[config.mk]
export PLATFORM = sky130hd
export DESIGN_NAME = store_align_queue_flat
export DESIGN_NICKNAME = d
export VERILOG_FILES = /design/src/rtl/store_align_queue_pkg.sv /design/src/rtl/store_align_queue_if.sv /design/src/rtl/store_b_w_e_gen.sv /design/src/rtl/store_align_queue.sv /design/src/flat_wrapper.sv
export SDC_FILE = /design/constraint.sdc
export NUM_CORES = 1
export LEC_CHECK = 0
export BUFFER_PORTS_ARGS = -buffer_cell sky130_fd_sc_hd__buf_2
export CORE_MARGIN = 5
export CORE_UTILIZATION = 43
export DETAILED_ROUTE_END_ITERATION = 16
export PLACE_DENSITY_LB_ADDON = 0.25
export SETUP_SLACK_MARGIN = 0.4
export SLEW_MARGIN = 10
export SYNTH_ARGS = -nofsm -noshare
export SYNTH_HDL_FRONTEND = slang
export SYNTH_SLANG_ARGS = --single-unit
[constraint.sdc]
create_clock -name clk -period 4.3 [get_ports clk]
set_input_delay 0.215 -clock clk [delete_from_list [all_inputs] [get_ports clk]]
set_output_delay 0.215 -clock clk [all_outputs]
set_load 0.005 [all_outputs]
[src/rtl/store_align_queue_pkg.sv]
// Shared CPU encodings and bundles for the store path.
// Store-type and load-select codes live side by side.
package store_align_queue_pkg;

  localparam logic [2:0] LD_LB  = 3'd0;
  localparam logic [2:0] LD_LH  = 3'd1;
  localparam logic [2:0] LD_LW  = 3'd2;
  localparam logic [2:0] LD_LBU = 3'd3;
  localparam logic [2:0] LD_LHU = 3'd4;
  localparam logic [2:0] LD_LWL = 3'd5;
  localparam logic [2:0] LD_LWR = 3'd6;

  localparam logic [2:0] ST_SB  = 3'd0;
  localparam logic [2:0] ST_SH  = 3'd1;
  localparam logic [2:0] ST_SW  = 3'd2;
  localparam logic [2:0] ST_SWL = 3'd5;
  localparam logic [2:0] ST_SWR = 3'd6;

  typedef struct packed {
    logic [29:0] waddr;
    logic [31:0] wdata;
    logic [3:0]  strb;
  } st_entry_t;

endpackage

[src/rtl/store_align_queue_if.sv]
// Store request / memory write / address-error bundle.
// slave = queue side, master = driver side.
interface store_align_queue_if;
  logic        in_valid;
  logic        in_ready;
  logic [31:0] in_addr;
  logic [31:0] in_data;
  logic [2:0]  in_sel;
  logic        flush;
  logic        out_valid;
  logic        out_ready;
  logic [31:0] out_addr;
  logic [31:0] out_wdata;
  logic [3:0]  out_strb;
  logic        ade_valid;
  logic [31:0] ade_addr;

  modport slave (
    input  in_valid, in_addr, in_data, in_sel,
    input  flush, out_ready,
    output in_ready, out_valid, out_addr,
    output out_wdata, out_strb,
    output ade_valid, ade_addr
  );

  modport master (
    output in_valid, in_addr, in_data, in_sel,
    output flush, out_ready,
    input  in_ready, out_valid, out_addr,
    input  out_wdata, out_strb,
    input  ade_valid, ade_addr
  );
endinterface

[src/rtl/store_b_w_e_gen.sv]
// Store lane alignment: byte strobe, lane data and
// address-error flag, purely combinational.
module store_b_w_e_gen
  import store_align_queue_pkg::*;
#(
  parameter bit BIG_ENDIAN = 1'b0
) (
  input  logic [1:0]  addr,
  input  logic [31:0] data,
  input  logic [2:0]  sel,
  output logic [3:0]  strb,
  output logic [31:0] wdata,
  output logic        ade
);

  logic [1:0] b;
  logic [1:0] nb;

  assign b  = addr ^ {2{BIG_ENDIAN}};
  assign nb = 2'd3 - b;

  // decode store type into strobe/data/error
  always_comb begin
    strb  = 4'b1111;
    wdata = data;
    ade   = 1'b0;
    unique case (1'b1)
      sel == ST_SB: begin
        strb  = 4'b0001 << b;
        wdata = {4{data[7:0]}};
      end
      sel == ST_SH: begin
        strb  = b[1] ? 4'b1100 : 4'b0011;
        wdata = {2{data[15:0]}};
        ade   = addr[0];
      end
      sel == ST_SWL: begin
        strb  = 4'b1111 >> nb;
        wdata = data >> {nb, 3'b000};
      end
      sel == ST_SWR: begin
        strb  = 4'b1111 << b;
        wdata = data << {b, 3'b000};
      end
      default: begin
        strb  = 4'b1111;
        wdata = data;
        ade   = addr != 2'b00;
      end
    endcase
  end

endmodule

[src/rtl/store_align_queue.sv]
// Aligns stores and queues them in a 2-deep FIFO
// toward memory; misaligned stores raise ade instead.
module store_align_queue
  import store_align_queue_pkg::*;
#(
  parameter bit BIG_ENDIAN = 1'b0
) (
  input  logic                  clk,
  input  logic                  rst,
  store_align_queue_if.slave    bus
);

  logic [3:0]  al_strb;
  logic [31:0] al_wdata;
  logic        al_ade;

  store_b_w_e_gen #(
    .BIG_ENDIAN (BIG_ENDIAN)
  ) u_gen (
    .addr  (bus.in_addr[1:0]),
    .data  (bus.in_data),
    .sel   (bus.in_sel),
    .strb  (al_strb),
    .wdata (al_wdata),
    .ade   (al_ade)
  );

  st_entry_t  mem [2];
  logic [1:0] count;
  logic       wr_ptr;
  logic       rd_ptr;
  logic       acc;
  logic       push;
  logic       pop;
  logic       ade_q;
  logic [31:0] ade_addr_q;
  st_entry_t  head;

  assign bus.in_ready = !rst && !bus.flush
                        && (count != 2'd2);
  assign acc  = bus.in_valid && bus.in_ready;
  assign push = acc && !al_ade;
  assign pop  = bus.out_valid && bus.out_ready;

  assign head          = mem[rd_ptr];
  assign bus.out_valid = !rst && (count != 2'd0);
  assign bus.out_addr  = {head.waddr, 2'b00};
  assign bus.out_wdata = head.wdata;
  assign bus.out_strb  = head.strb;
  assign bus.ade_valid = !rst && ade_q;
  assign bus.ade_addr  = ade_addr_q;

  // occupancy and pointers; flush empties the queue
  always_ff @(posedge clk) begin
    if (rst || bus.flush) begin
      count  <= 2'd0;
      wr_ptr <= 1'b0;
      rd_ptr <= 1'b0;
    end else begin
      if (push) wr_ptr <= ~wr_ptr;
      if (pop)  rd_ptr <= ~rd_ptr;
      unique case ({push, pop})
        2'b10:   count <= count + 2'd1;
        2'b01:   count <= count - 2'd1;
        default: count <= count;
      endcase
    end
  end

  // entry storage, written only on an accepted push
  always_ff @(posedge clk) begin
    if (push) begin
      mem[wr_ptr] <= '{
        waddr: bus.in_addr[31:2],
        wdata: al_wdata,
        strb:  al_strb
      };
    end
  end

  // one-cycle address-error pulse with held address
  always_ff @(posedge clk) begin
    if (rst) begin
      ade_q      <= 1'b0;
      ade_addr_q <= 32'd0;
    end else begin
      ade_q <= acc && al_ade;
      if (acc && al_ade) ade_addr_q <= bus.in_addr;
    end
  end

endmodule
[src/flat_wrapper.sv]
// flat-port wrapper written by rule: the top's interface ports become plain ports
module store_align_queue_flat import store_align_queue_pkg::*;
#(
  parameter bit BIG_ENDIAN = 1'b0
)
  (clk, rst, bus_in_valid, bus_in_addr, bus_in_data, bus_in_sel, bus_flush, bus_out_ready, bus_in_ready, bus_out_valid, bus_out_addr, bus_out_wdata, bus_out_strb, bus_ade_valid, bus_ade_addr);
  store_align_queue_if bus_i ();
  input  logic clk;
  input  logic rst;
  input wire logic [$bits(bus_i.in_valid)-1:0] bus_in_valid;
  input wire logic [$bits(bus_i.in_addr)-1:0] bus_in_addr;
  input wire logic [$bits(bus_i.in_data)-1:0] bus_in_data;
  input wire logic [$bits(bus_i.in_sel)-1:0] bus_in_sel;
  input wire logic [$bits(bus_i.flush)-1:0] bus_flush;
  input wire logic [$bits(bus_i.out_ready)-1:0] bus_out_ready;
  output wire logic [$bits(bus_i.in_ready)-1:0] bus_in_ready;
  output wire logic [$bits(bus_i.out_valid)-1:0] bus_out_valid;
  output wire logic [$bits(bus_i.out_addr)-1:0] bus_out_addr;
  output wire logic [$bits(bus_i.out_wdata)-1:0] bus_out_wdata;
  output wire logic [$bits(bus_i.out_strb)-1:0] bus_out_strb;
  output wire logic [$bits(bus_i.ade_valid)-1:0] bus_ade_valid;
  output wire logic [$bits(bus_i.ade_addr)-1:0] bus_ade_addr;
  assign bus_i.in_valid = bus_in_valid;
  assign bus_i.in_addr = bus_in_addr;
  assign bus_i.in_data = bus_in_data;
  assign bus_i.in_sel = bus_in_sel;
  assign bus_i.flush = bus_flush;
  assign bus_i.out_ready = bus_out_ready;
  assign bus_in_ready = bus_i.in_ready;
  assign bus_out_valid = bus_i.out_valid;
  assign bus_out_addr = bus_i.out_addr;
  assign bus_out_wdata = bus_i.out_wdata;
  assign bus_out_strb = bus_i.out_strb;
  assign bus_ade_valid = bus_i.ade_valid;
  assign bus_ade_addr = bus_i.ade_addr;
  store_align_queue #(.BIG_ENDIAN(BIG_ENDIAN)) u_core (.clk(clk), .rst(rst), .bus(bus_i));
endmodule
### Word-level counts from Yosys, hierarchy flattened

Memory sizes are Yosys's and may differ from the RTL's. A register that Yosys moved wholly into a read port is not among the register bits.
Cells that the tools add are included.

* flip-flop bits (word level): 37
* RAM bits: 132
* input bits: 72
* output and inout bits: 103
* logic and storage cells: 48
* memories: 1

* $add $sub $neg: 3
* eq/ne operators: 6
* shift operators: 5
* mux-type cells: 9
* bitwise gates (word level): 2
* reduce and logical (&&, ||, !) cells: 17

Memories
* u_core.mem: words 2, width 66, rd ports 1, clocked after Yosys merged registers in 1, write ports 1, RTL line store_align_queue.sv:28 `st_entry_t mem [2];`

Operators by type and width (number)
* $pmux W32 S4: 1
* $shl A32 B5 Y32: 1
* $shr A32 B5 Y32: 1
* $pmux W4 S4: 1
* $logic_and A1 B1 Y1: 8
* $eq A3 B3 Y1 const B: 2
* $reduce_bool A2 Y1: 3
* $mux W1: 4
* $mux W4: 1
* $pmux W2 S2: 1
* $shl A1 B2 Y4 const A: 1
* $shl A4 B2 Y4 const A: 1
* $shr A4 B2 Y4 const A: 1
* $eq A3 B1 Y1 const B: 1
* $logic_not A1 Y1: 3
* $logic_not A3 Y1: 1
* $reduce_or A3 Y1: 1
* $add A2 B1 Y2 const B: 1
* $eq A2 B1 Y1 const B: 1
* $eq A2 B2 Y1 const B: 1
* $ne A2 B2 Y1 const B: 1
* $not A1 Y1: 2
* $pmux W1 S2: 1
* $sub A2 B1 Y2 const B: 1
* 2 further kinds: 2

### Longest topological paths before layout

* word-level depth: 7
* depth in mapped cells: 9
* depth with buffers taken out: 8

### By module

From an unflattened synthesis, not the netlist that was laid out.

* cells, all modules: 626
* area total of the unflattened synthesis: 8353.0 µm²

Modules (own cells, without submodules)
* store_align_queue: times used 1, cells an instance 341, area an instance 6451.2 µm², seq. area each 4724.5 µm²
* store_b_w_e_gen: times used 1, cells an instance 285, area an instance 1901.8 µm², seq. area each 0.0 µm²

### Least setup slack after synthesis

OpenSTA, ideal clock, no wires.

* path type: input to register
* start point: input port bus_in_sel[1]
* end point: memory u_core.mem[0][0] (netlist bit), enable pin
* setup time: 0.491 ns
* data arrival time: 3.797 ns
* required time: 3.809 ns
* slack: 0.012 ns
* stages: 5
* path buffers: 1
* cell sequence: buf_2 > nand2b_1 > a21oi_1 > o21ai_0 > nor2_1

* word-level cells in the longest chain between the ends: 7
* elaborated cells on any way between the ends: 10
* those cells by class: 3 x eq/ne; 3 x mux; 4 x reduce/logical

RTL lines
* start, declared: RTL line flat_wrapper.sv:13 `input wire logic [$bits(bus_i.in_sel)-1:0] bus_in_sel;`
* $eq A3 B3 Y1 (tied with other cells): RTL line store_b_w_e_gen.sv:37 `sel == ST_SWL: begin`
* $reduce_or A3 Y1 (no source line)
* $pmux W1 S2 *: RTL line store_b_w_e_gen.sv:27 `unique case (1'b1)`
* $logic_not A1 Y1 *: RTL line store_align_queue.sv:42 `assign push = acc && !al_ade;`
* $logic_and A1 B1 Y1 *: RTL line store_align_queue.sv:42
* $mux W1 *: RTL line store_align_queue.sv:72 `if (push) begin`
* $mux W1 (not written as such) *: RTL line store_align_queue.sv:73 `mem[wr_ptr] <= '{`
* end, declared: RTL line store_align_queue.sv:28

Every way passes the cells marked *; elsewhere a longest branch is shown, timed or not.

==> results.toml <==
[status]
outcome = "completed"

[die]
ios = 175
die_y_um = 149
die_w_um = 149
coreArea_um2 = 19300
initial_utilization = 0.434
rows = 51
dieArea_um2 = 22300

[synthesis]
synthTopCellsByArea = "edfxtp_1, mux2_2, dfxtp_1"
netlist_instances = 668
netlist_area_um2 = 8360
synth_edf_count = 132
synth_top_area_share = 0.474
synth_seq_cells = 170
synth_warnings = 0
avgSynthCellArea_um2 = 12.5
async_flop_share = 0
synth_cell_type_count = 51
synth-main-ff-cell = "edfxtp_1"
synth_area_leader_cell = "edfxtp_1"
synth-seq-area-share = 0.565

[sta]
period_needed_ns = 2.71
fin_tns_setup_ns = 0
worst_pin_slew_ns = 1.04
relSlewSlack = 0.308
final-max-slew-violation-count = 0
rsz0062_at_grt = "no"
worst_slack_ns = 1.59
skew_ns = 0.00770
finalSetupViolations = 0
fmax_mhz = 369
period_share = 0.630
finalHoldViolCount = 0

[finish]
area_delta_synth_final_pct = 23.2
layout.nets = 922
fin_cells = 1127
final_common_cell = "buf_2"
multi_input_area_um2 = 3350
mostFrequentLayoutCells = "buf_2, edfxtp_1, mux2_2"
antennaDiodeCount = 0
drive_above_1_share = 0.378
nFillCells = 1700
seqCellArea_um2 = 4730

[global_routing]
overflow = 0
grt_antenna_before_repair = 0
grt_first_pass_wirelength_mm = 33.4
grt_max_degree = 55
grt_usage = 0.192
grt_pass1_vias = 6239

[place]
dp_hpwl_mm = 14.7
io_buffers = 172
place.gp.congestion = 0.817
dp_cells = 1065
place_ws_ns = 1.16

[worst_setup_path]
startpoint_type = "flip-flop"
reg2reg_from = "u_core.count[0]"
cp_top_family = "flip-flops"
slowest_stage = "dfxtp_2"
worstReg2RegEnd = "u_core.mem[0][24]"
path_buf_inv = 2
ff2ff_setup_slack_ns = 2.15
worst_r2r_path_depth = 5
slowest_delay_ns = 1.02
crit_path_cell_trace = "buf_4 > mux2_2 > buf_2"
crit_required_ns = 4.09
worstSetupEndpointType = "output pin"
path_max_fanout = 40
path_class = "reg -> out"
crit_arrival_ns = 2.49
cp.depth = 3

[clock_network]
path_clk_slew_ns = 0.07
tritoncts = "done"
cts_setup_buffers = 0
clock_sinks = 170
cts_root_buffer = "clkbuf_16"
clk_path_buf_depth = 2
htree_levels = 4
cts_resized = 0
clk_latency_ns = 0.43
cts-buffers-inserted = 17

[worst_hold_path]
min_to = "u_core.mem[1][38]"
min_path_type = "in -> reg"
hold_path_depth = 1
min_from = "bus_in_addr[4]"

[route]
first_pass_iters = 4
avgRoutedWirePerCell_um = 19.2
drt_drc_violations_left = 0
routed_wl_mm = 21.7
vias = 6001
viasPerCell = 5.32
drt-initial-drc-count = 367
postRouteAntennaNets = 0

[power]
power_mw = 3.79
powerDensity_nw_per_um2 = 368
p_leak_nw = 3.94
peakVddDrop_mv = 0.272

[flow_run]
drv_cap = 0
==> cell usage after synthesis, types with 2 or more instances <==
| master | number |
|---|---|
| edfxtp_1 | 132 |
| mux2_2 | 104 |
| nor2_1 | 44 |
| nor2b_1 | 41 |
| dfxtp_1 | 38 |
| mux2i_1 | 31 |
| a21oi_1 | 29 |
| o21ai_0 | 26 |
| buf_2 | 22 |
| nand2_1 | 20 |
| nand3b_1 | 20 |
| clkbuf_1 | 19 |
| o22ai_1 | 18 |
| inv_1 | 13 |
| nand2b_1 | 12 |
| o32a_1 | 9 |
| a22oi_1 | 8 |
| nor3b_1 | 5 |
| o21a_1 | 5 |
| o2bb2ai_1 | 5 |
| a2111oi_0 | 4 |
| a21o_1 | 4 |
| and2_1 | 4 |
| buf_4 | 4 |
| nor3_1 | 4 |
| o211ai_1 | 4 |
| o22a_1 | 4 |
| or2_2 | 4 |
| xnor2_1 | 4 |
| a221oi_1 | 3 |
| buf_6 | 3 |
| mux2_1 | 3 |
| o21bai_1 | 3 |
| xor2_1 | 2 |
==> state kept, by name, summed over array words and instances, names as in the netlist, named ones only <==
register / count
u_core.mem: 132
u_core.bus.ade_addr: 32
u_core.count: 2
u_core.ade_q: 1
u_core.rd_ptr: 1
u_core.wr_ptr: 1
==> through the flow <==
step | area (um2) | hold slack, ns | utilization
floorplan | 8360 | 0.292 | -
CTS | 10300 | 0.00664 | 0.534
finish | 10300 | 0.0206 | 0.534
global placement | 9380 | 0.419 | 0.487
detailed placement | 9380 | 0.420 | 0.487
global route | 10300 | 0.0129 | 0.534
==> worst max-delay path by stage <==
stage                             start                 to  slack, ns
after floorplan           bus_in_sel[1]   u_core.mem[0][0]       0.01
after global placement    bus_in_sel[0]    u_core.count[1]       1.35
after detailed placement  bus_in_sel[0]    u_core.count[1]       1.16
after CTS                     flip-flop  bus_out_wdata[12]       1.53
after global routing      bus_in_sel[0]    u_core.count[1]       1.39
final                         flip-flop  bus_out_wdata[11]       1.59
==> metal layers <==
layer | up-vias | GRT usage | share of wire
met4 | 0 | 0.0696 | 0.019
li1 | 2857 | - | -
met2 | 199 | 0.337 | 0.51
met5 | - | 0 | 0
met1 | 2916 | 0.241 | 0.43
met3 | 29 | 0.0313 | 0.050
==> cells by family (layout without fill, tap and decap cells) <==
logic type                 count (synthesis)  count (layout)  synth area share
DFF                                      170             170             0.565
xor gates and xnor gates                   6               6           0.00629
muxes                                    138             138             0.181
AOI/OAI and AO/OA                        127             127             0.100
buffers and inverters                     63             256            0.0361
adders and majority gates                  1               1           0.00150
other                                      1               2          0.000449
and+or+nand+nor                          162             162             0.108
==> area by class of cell <==
cell class	instances	share of cell area
tap	265	0.0322
timing repair buffer	210	0.119
clock buffer	18	0.0417
multi-input combinational	436	0.325
clock inverter	14	0.0180
sequential	170	0.459
inverter	14	0.00511
==> power by group <==
group	total, mW	switching [mW]	internal, mW
clock network	1.56	0.679	0.884
registers	1.83	0.0108	1.81
logic	0.401	0.228	0.174
total	3.79	0.918	2.87
==> what timing repair did <==
item | CTS | global route
endpoints found under the setup margin | 0 | 0
hold endpoints to repair | 59 | 0
hold buffers | 30 | 0
Power figures use the tool's default switching activity.
